--- config.mk ---
export PLATFORM = sky130hd
export DESIGN_NAME = heart_collect_responder_flat
export DESIGN_NICKNAME = d
export VERILOG_FILES = /design/src/rtl/heart_collect_pkg.sv /design/src/rtl/heart_collect_if.sv /design/src/rtl/heart_collect_responder_frame_cooldown_timer.sv /design/src/rtl/heart_collect_responder.sv /design/src/flat_wrapper.sv
export SDC_FILE = /design/constraint.sdc
export NUM_CORES = 1
export LEC_CHECK = 0
export CAP_MARGIN = 20
export CELL_PAD_IN_SITES_DETAIL_PLACEMENT = 2
export CELL_PAD_IN_SITES_GLOBAL_PLACEMENT = 2
export CORE_MARGIN = 4
export CORE_UTILIZATION = 32
export DETAILED_ROUTE_END_ITERATION = 7
export PLACE_DENSITY = 0.73
export SLEW_MARGIN = 15
export SYNTH_ARGS = -nofsm -noshare
export SYNTH_HDL_FRONTEND = slang
export SYNTH_SLANG_ARGS = --single-unit
--- constraint.sdc ---
create_clock -name clk -period 1.9 [get_ports clk]
set_input_delay 0.475 -clock clk [delete_from_list [all_inputs] [get_ports clk]]
set_output_delay 0.475 -clock clk [all_outputs]
set_load 0.02 [all_outputs]
--- src/rtl/heart_collect_pkg.sv ---
// Shared types and constants for the heart collection responder.
package heart_collect_pkg;

  typedef enum logic [1:0] {ARMED, HIT_SEEN, COOLDOWN} heart_collect_state_t;

  // Bit positions inside a {Left, Top, Right, Bottom} hit edge code.
  localparam int unsigned EDGE_LEFT   = 3;
  localparam int unsigned EDGE_TOP    = 2;
  localparam int unsigned EDGE_RIGHT  = 1;
  localparam int unsigned EDGE_BOTTOM = 0;

  localparam int unsigned EDGE_W  = 4;
  localparam int unsigned TIMER_W = 8;

endpackage

--- src/rtl/heart_collect_if.sv ---
// Heart bitmap / player overlap inputs and collection status outputs.
interface heart_collect_if #(
  parameter int unsigned COUNT_W = 3
);
  import heart_collect_pkg::*;

  logic               startOfFrame;
  logic               playerDrawingRequest;
  logic               heartDrawingRequest;
  logic [EDGE_W-1:0]  heartHitEdgeCode;

  logic               collected;
  logic [EDGE_W-1:0]  collectEdgeCode;
  logic [COUNT_W-1:0] heartCount;
  logic               heartVisible;
  logic               cooldownActive;

  modport master (
    output startOfFrame, playerDrawingRequest, heartDrawingRequest, heartHitEdgeCode,
    input  collected, collectEdgeCode, heartCount, heartVisible, cooldownActive
  );

  modport slave (
    input  startOfFrame, playerDrawingRequest, heartDrawingRequest, heartHitEdgeCode,
    output collected, collectEdgeCode, heartCount, heartVisible, cooldownActive
  );

endinterface

--- src/rtl/heart_collect_responder_frame_cooldown_timer.sv ---
// Frame-counting down-timer for respawnable objects: load, then one decrement per frame.
module frame_cooldown_timer
  import heart_collect_pkg::*;
(
  input  logic               clk,
  input  logic               resetN,
  input  logic               load,
  input  logic [TIMER_W-1:0] loadValue,
  input  logic               startOfFrame,
  output logic               expire,
  output logic               busy
);

  logic [TIMER_W-1:0] count;

  always_ff @(posedge clk or posedge resetN) begin
    if (resetN) begin
      count <= '0;
    end else if (load) begin
      count <= loadValue;
    end else if (startOfFrame && (count != '0)) begin
      count <= count - TIMER_W'(1);
    end
  end

  assign busy   = (count != '0);
  // Decoded in the frame-start cycle itself so the owner can react on the same edge.
  assign expire = startOfFrame && !load && (count == TIMER_W'(1));

endmodule

--- src/rtl/heart_collect_responder.sv ---
// Detects player/heart overlap, commits one collection per frame, runs respawn cooldown.
module heart_collect_responder
  import heart_collect_pkg::*;
#(
  parameter int unsigned COOLDOWN_FRAMES = 16,
  parameter int unsigned MAX_HEARTS      = 5,
  parameter int unsigned COUNT_W         = 3
) (
  input  logic            clk,
  input  logic            resetN,
  heart_collect_if.slave  bus
);

  heart_collect_state_t state;

  logic               player_d;
  logic               heart_d;
  logic               overlap;
  logic               collected_q;
  logic [EDGE_W-1:0]  edge_q;
  logic [COUNT_W-1:0] count_q;
  logic               visible_q;
  logic               cooldown_q;
  logic               timer_load;
  logic               timer_expire;
  logic               timer_busy;

  // Delay the drawing requests so they line up with the lagging edge code.
  always_ff @(posedge clk or posedge resetN) begin
    if (resetN) begin
      player_d <= 1'b0;
      heart_d  <= 1'b0;
    end else begin
      player_d <= bus.playerDrawingRequest;
      heart_d  <= bus.heartDrawingRequest;
    end
  end

  assign overlap    = player_d & heart_d & visible_q;
  assign timer_load = (state == HIT_SEEN) && bus.startOfFrame;

  frame_cooldown_timer u_timer (
    .clk          (clk),
    .resetN       (resetN),
    .load         (timer_load),
    .loadValue    (TIMER_W'(COOLDOWN_FRAMES)),
    .startOfFrame (bus.startOfFrame),
    .expire       (timer_expire),
    .busy         (timer_busy)
  );

  always_ff @(posedge clk or posedge resetN) begin
    if (resetN) begin
      state       <= ARMED;
      collected_q <= 1'b0;
      edge_q      <= '0;
      count_q     <= '0;
      visible_q   <= 1'b1;
      cooldown_q  <= 1'b0;
    end else begin
      collected_q <= 1'b0;
      case (state)
        ARMED: begin
          if (overlap) begin
            edge_q <= bus.heartHitEdgeCode;
            state  <= HIT_SEEN;
          end
        end
        HIT_SEEN: begin
          if (bus.startOfFrame) begin
            collected_q <= 1'b1;
            if (count_q < COUNT_W'(MAX_HEARTS)) begin
              count_q <= count_q + COUNT_W'(1);
            end
            visible_q  <= 1'b0;
            cooldown_q <= 1'b1;
            state      <= COOLDOWN;
          end
        end
        COOLDOWN: begin
          // An idle timer here can only mean a lost load; re-arm rather than hide forever.
          if (timer_expire || !timer_busy) begin
            visible_q  <= 1'b1;
            cooldown_q <= 1'b0;
            state      <= ARMED;
          end
        end
        default: state <= ARMED;
      endcase
    end
  end

  assign bus.collected       = collected_q;
  assign bus.collectEdgeCode = edge_q;
  assign bus.heartCount      = count_q;
  assign bus.heartVisible    = visible_q;
  assign bus.cooldownActive  = cooldown_q;

endmodule

--- src/flat_wrapper.sv ---
// flat-port wrapper written by rule: the top's interface ports become plain ports
module heart_collect_responder_flat import heart_collect_pkg::*;
#(
  parameter int unsigned COOLDOWN_FRAMES = 16,
  parameter int unsigned MAX_HEARTS      = 5,
  parameter int unsigned COUNT_W         = 3
)
  (clk, resetN, bus_startOfFrame, bus_playerDrawingRequest, bus_heartDrawingRequest, bus_heartHitEdgeCode, bus_collected, bus_collectEdgeCode, bus_heartCount, bus_heartVisible, bus_cooldownActive);
  heart_collect_if #(.COUNT_W(COUNT_W)) bus_i ();
  input  logic clk;
  input  logic resetN;
  input wire logic [$bits(bus_i.startOfFrame)-1:0] bus_startOfFrame;
  input wire logic [$bits(bus_i.playerDrawingRequest)-1:0] bus_playerDrawingRequest;
  input wire logic [$bits(bus_i.heartDrawingRequest)-1:0] bus_heartDrawingRequest;
  input wire logic [$bits(bus_i.heartHitEdgeCode)-1:0] bus_heartHitEdgeCode;
  output wire logic [$bits(bus_i.collected)-1:0] bus_collected;
  output wire logic [$bits(bus_i.collectEdgeCode)-1:0] bus_collectEdgeCode;
  output wire logic [$bits(bus_i.heartCount)-1:0] bus_heartCount;
  output wire logic [$bits(bus_i.heartVisible)-1:0] bus_heartVisible;
  output wire logic [$bits(bus_i.cooldownActive)-1:0] bus_cooldownActive;
  assign bus_i.startOfFrame = bus_startOfFrame;
  assign bus_i.playerDrawingRequest = bus_playerDrawingRequest;
  assign bus_i.heartDrawingRequest = bus_heartDrawingRequest;
  assign bus_i.heartHitEdgeCode = bus_heartHitEdgeCode;
  assign bus_collected = bus_i.collected;
  assign bus_collectEdgeCode = bus_i.collectEdgeCode;
  assign bus_heartCount = bus_i.heartCount;
  assign bus_heartVisible = bus_i.heartVisible;
  assign bus_cooldownActive = bus_i.cooldownActive;
  heart_collect_responder #(.COOLDOWN_FRAMES(COOLDOWN_FRAMES), .MAX_HEARTS(MAX_HEARTS), .COUNT_W(COUNT_W)) u_core (.clk(clk), .resetN(resetN), .bus(bus_i));
endmodule
Yosys cells after proc, flatten, opt, wreduce, memory -nomap -nowiden:

Cells that the tools add are included.

* bits in registers: 22
* input port bits: 9
* output and inout bits: 10
* word-level logic and storage cells: 49

* add/sub/neg operators: 2
* $lt $le $gt $ge: 1
* equality and inequality tests: 6
* multiplexer cells: 14
* bitwise operators: 2
* reduce and logical (&&, ||, !) cells: 15

Operator list (number)
* 8-bit two-way mux: 2
* 3-bit AND reduction: 3
* 8-bit by 1-bit equality test with 1-bit output (second input constant): 1
* 8-bit nonzero test: 1
* 8-bit by 1-bit subtractor with 8-bit output (second input constant): 1
* 1-bit two-way mux: 6
* 2-bit two-way mux: 3
* 2-bit one-hot mux with 3 select lines: 1
* 1-bit logical AND: 4
* 2-bit by 1-bit != test with 1-bit output (second input constant): 2
* 1-bit one-hot mux with 2 select lines: 2
* 2-bit nonzero test: 2
* 3-bit by 1-bit adder with 3-bit output (second input constant): 1
* 3-bit < comparator (second input constant): 1
* 1-bit AND: 2
* 2-bit by 1-bit equality test with 1-bit output (second input constant): 1
* 2-bit equality test (second input constant): 1
* 1-bit logical NOT: 2
* 2-bit logical NOT: 1
* 2-bit != test (second input constant): 1
* 2-bit AND reduction: 1
* 1-bit logical OR: 1

Depth between registers and ports, before layout:

Gate-level depths: netlist of the first run.

* depth after elaboration: 8
* gate-level depth with buffers: 6
* gate-level depth less buffers: 5

Modules after synthesis:

A second synthesis of the first run with hierarchy kept.

* cell total of the unflattened synthesis: 114
* area, all modules: 1133.6 um^2

By module, submodules not included
* heart_collect_responder: times used 1, cells each 49, area each 571.8 um^2, seq. area each 351.6 um^2
* frame_cooldown_timer: times used 1, cells each 65, area each 561.8 um^2, seq. area each 200.2 um^2

Worst setup path before layout of the first run:

OpenSTA, ideal clock, no wires.

* path kind: input-to-reg
* start point: input bus_startOfFrame
* end point: register u_core.u_timer.count[7]
* library setup time: 0.078 ns
* arrival: 1.595 ns
* required time: 1.822 ns
* setup slack: 0.227 ns
* cell stages on the path: 4
* buffers on the path: 1
* cell sequence: buf_2 > or4b_1 > or4_1 > a21oi_1

* longest elaborated chain between the ends: 2

RTL lines
* start, declared: RTL line flat_wrapper.sv:12 `input wire logic [$bits(bus_i.startOfFrame)-1:0] bus_startOfFrame;`
* 1-bit logical AND (on tied branches): RTL line heart_collect_responder.sv:40, heart_collect_responder_frame_cooldown_timer.sv:21
* 8-bit two-way mux / 2-bit nonzero test (equally long branches)
* end signal, assigned: RTL line heart_collect_responder_frame_cooldown_timer.sv:20 `count <= loadValue;`
* end signal, assigned: RTL line heart_collect_responder_frame_cooldown_timer.sv:22 `count <= count - TIMER_W'(1);`
* end, declared: RTL line heart_collect_responder_frame_cooldown_timer.sv:14 `logic [TIMER_W-1:0] count;`

Parallel ways exist; a longest one is shown, timed or not.
A chain may end at the register's enable or synchronous reset.

Worst setup path in the final report of the first run:

* start point: register u_core.edge_q[1], in the netlist u_core.bus.collectEdgeCode[1]
* end point: output bus_collectEdgeCode[1]

RTL lines
* start, declared: RTL line heart_collect_responder.sv:20 `logic [EDGE_W-1:0] edge_q;`
* start signal, assigned: RTL line heart_collect_responder.sv:65 `edge_q <= bus.heartHitEdgeCode;`
* end, declared: RTL line flat_wrapper.sv:17 `output wire logic [$bits(bus_i.collectEdgeCode)-1:0] bus_collectEdgeCode;`

No word-level cell between the ends.

==> results of run 1 <==
[routing by layer]
layer	routed length, um	part of all wire	vias to the layer above	global-route usage
met2	1430	0.52	17	0.269
met5	0	0	-	0
met4	16	0.0059	0	0.0311
met3	90	0.033	2	0.0444
met1	1190	0.44	442	0.166
li1	-	-	410	-
[sequential cells by signal (all words and copies together) (netlist names)]
register,cells
u_core.u_timer.count,8
u_core.bus.collected,1
u_core.heart_d,1
u_core.bus.cooldownActive,1
u_core.state,2
u_core.bus.collectEdgeCode,4
u_core.player_d,1
u_core.bus.heartCount,3
u_core.bus.heartVisible,1
[cells by family after synthesis]
kind of cell / after synthesis / synth area share
buffers and inverters: 9 / 0.0348
DFF: 22 / 0.529
muxes: 4 / 0.0432
and+or+nand+nor: 32 / 0.189
adders and majority gates: 4 / 0.0480
AOI/OAI and AO/OA: 25 / 0.156
[layout make-up]
cell class,count,share of cell area
Clock buffer,3,0.0162
Timing Repair Buffer,28,0.183
Multi-Input combinational cell,65,0.327
Clock inverter,1,0.0216
Inverter,6,0.0162
Tap cell,44,0.0396
Sequential cell,22,0.397
[layout by cell type (no fill, tap or decap), drive strengths merged, types with 3 or more instances in the layout]
cell type,n
dfrtp,21
clkdlybuf4s50,14
buf,10
a21oi,9
nand2,7
inv,6
nor2,5
o21ai,4
mux2,4
ha,4
o2bb2ai,3
clkbuf,3
dlygate4sd2,3
[worst max path at each step]
stage                                          to  slack (ps)  cells after the start
after CTS                       bus_heartCount[1]          30                      1
after detailed placement  u_core.u_timer.count[7]        -160                      4
after global routing           bus_cooldownActive          40                      1
final                      bus_collectEdgeCode[1]         130                      1
after floorplan           u_core.u_timer.count[7]         230                      4
after global placement    u_core.u_timer.count[7]        -100                      4
[report_power, final]
part / internal [mW] / leakage [nW] / switching [mW]
registers: 0.660 / 0.270 / 0.177
clock network: 0.213 / 0.0279 / 0.150
logic: 0.474 / 0.325 / 0.518
[through the flow]
stage                     hold slack (ps)   util
after floorplan                       463      -
after global placement                465  0.435
after detailed placement              478  0.435
after CTS                             493  0.451
after global routing                  491  0.452
final                                 488  0.452
[repair_timing]
item,4_1_cts,5_1_grt
setup endpoints to repair,3,1
pin swaps,0,0
hold buffers,0,0
gates resized for setup,3,1
hold endpoints to repair,0,0
==> flow_summary_export.csv, run 1 <==
group,metric,value,unit
critical_path,cp_max_fo,2,
floorplan,die_h,65.1,um
cts,clk_pin_slew,130,ps
synth,synth_top_cell_area_share,0.504,
critical_path,slowest_stage,"clkdlybuf4s50_1",
placement,portBuffers,18,
detailed_routing,dr.pass1.iters,4,
critical_path,required,1420,ps
grt,antenna_found_initial,0,
timing,fin_worst_skew,4.04,ps
finish,multi_input_area,455,um2
detailed_routing,routed_wl,2720,um
critical_path,reg2reg_depth,3,
synth,syn_inst,96,
critical_path,max_stage_delay,610,ps
cts,cts_buffers,3,
critical_path,critPathKind,"reg2out",
cts,cts-root-buf,"clkbuf_4",
critical_path,worst_setup_path_startpoint,"u_core.bus.collectEdgeCode[1]",
synth,yosysMostFrequentCell,"dfrtp_1",
synth,syn_area,1040,um2
floorplan,die-width,65.1,um
grt,grt_pass1_vias,981,
timing,finalMaxSlewViolations,0,
grt,grt_pass1_wl,4710,um
timing,finalHoldViolCount,0,
grt,grt_overflow,0,
flow_run,drv_cap,0,
cts,postCtsSetupRepairBufs,0,
critical_path,cp-end-kind,"output port",
power_and_ir_drop,power.leakage,0.622,nW
finish,design_area,1390,um2
finish,instances_no_fill,169,
timing,relSlewSlack,0.732,
cts,clock_latency,310,ps
grt,track_usage,0.146,
detailed_routing,wl_per_cell,16.1,um
cts,cts_tree,"done",
timing,finalSetupViolCount,0,
detailed_routing,vias,871,
cts,cts.sinks,22,
synth,syn-num-nets,109,
finish,nNetsFinal,139,
finish,drive_above_1_share,0.160,
critical_path,critPathLaunchType,"flip-flop",
critical_path,crit_chain,"clkdlybuf4s50_1",
timing,worst-slew-pin-transition,397,ps
critical_path,worstPathArrival,1300,ps
floorplan,core,3080,um2
timing,rsz0062_at_grt,"no",
synth,synth_ff_type,"dfrtp_1",
synth,yosys.cell_types.count,33,
worst_hold_path,hold_path.class,"in2async",
critical_path,regToRegSetupSlack,210,ps
detailed_routing,drc,0,
placement,post-dp-hpwl,2080,um
timing,max_freq,564,MHz
finish,area_growth,33.3,%
placement,place_inst,165,
synth,synth_warnings,0,
floorplan,start_util,0.339,
timing,fin_crit_sh,0.933,
synth,seq_area_frac_synth,0.529,
floorplan,rows,20,
critical_path,r2r_end,"u_core.u_timer.count[7]",
power_and_ir_drop,vdd_drop_max,0.531,mV
synth,avgSynthCellArea,10.9,um2
cts,clock_path_buffers,2,
detailed_routing,viasPerCell,5.15,
finish,n_fill_cell,328,
placement,gp_congestion,0.690,
power_and_ir_drop,power,2.19,mW
detailed_routing,drt_iter0_drc,20,
critical_path,r2r_start,"u_core.u_timer.count[5]",
critical_path,critPathBufInv,1,
floorplan,die-area,4240,um2
floorplan,ios,19,
timing,fin_ws,127,ps
placement,place_area,1340,um2
timing,finalSetupTns,0,ps
finish,diodes,0,
synth,synth-seq-cells,22,
cts,htreeDepth,1,
synth,synth.top_cells.by_area,"dfrtp_1 50%, ha_1 4.8%, a21oi_1 4.3%",
synth,synth_top_cell_by_area,"dfrtp_1",
grt,grt_max_degree,23,
critical_path,cpLargestDelayFamily,"buffers and inverters",
timing,period_minus_slack,1770,ps
synth,synth_edf_count,0,
power_and_ir_drop,power.density,1580,nW/um2
detailed_routing,postRouteAntennaNets,0,
status,outcome,"finished clean",
placement,dp_slack,-156,ps
synth,synthTopCellsByCount,"21 x dfrtp_1, 9 x a21oi_1, 7 x nand2_1, 6 x inv_1, 5 x nor2_1",
finish,ff_latch_area,552,um2
synth,synthArstFlopShare,1.00,
No activity file was read; power rests on OpenSTA's default activity.
==> run 2, diff against run 1 <==
Settings changed: SLEW_MARGIN 15 to 20.
==> results of run 2 <==
Final layout, timing and power as in run 1 (identical DEF).
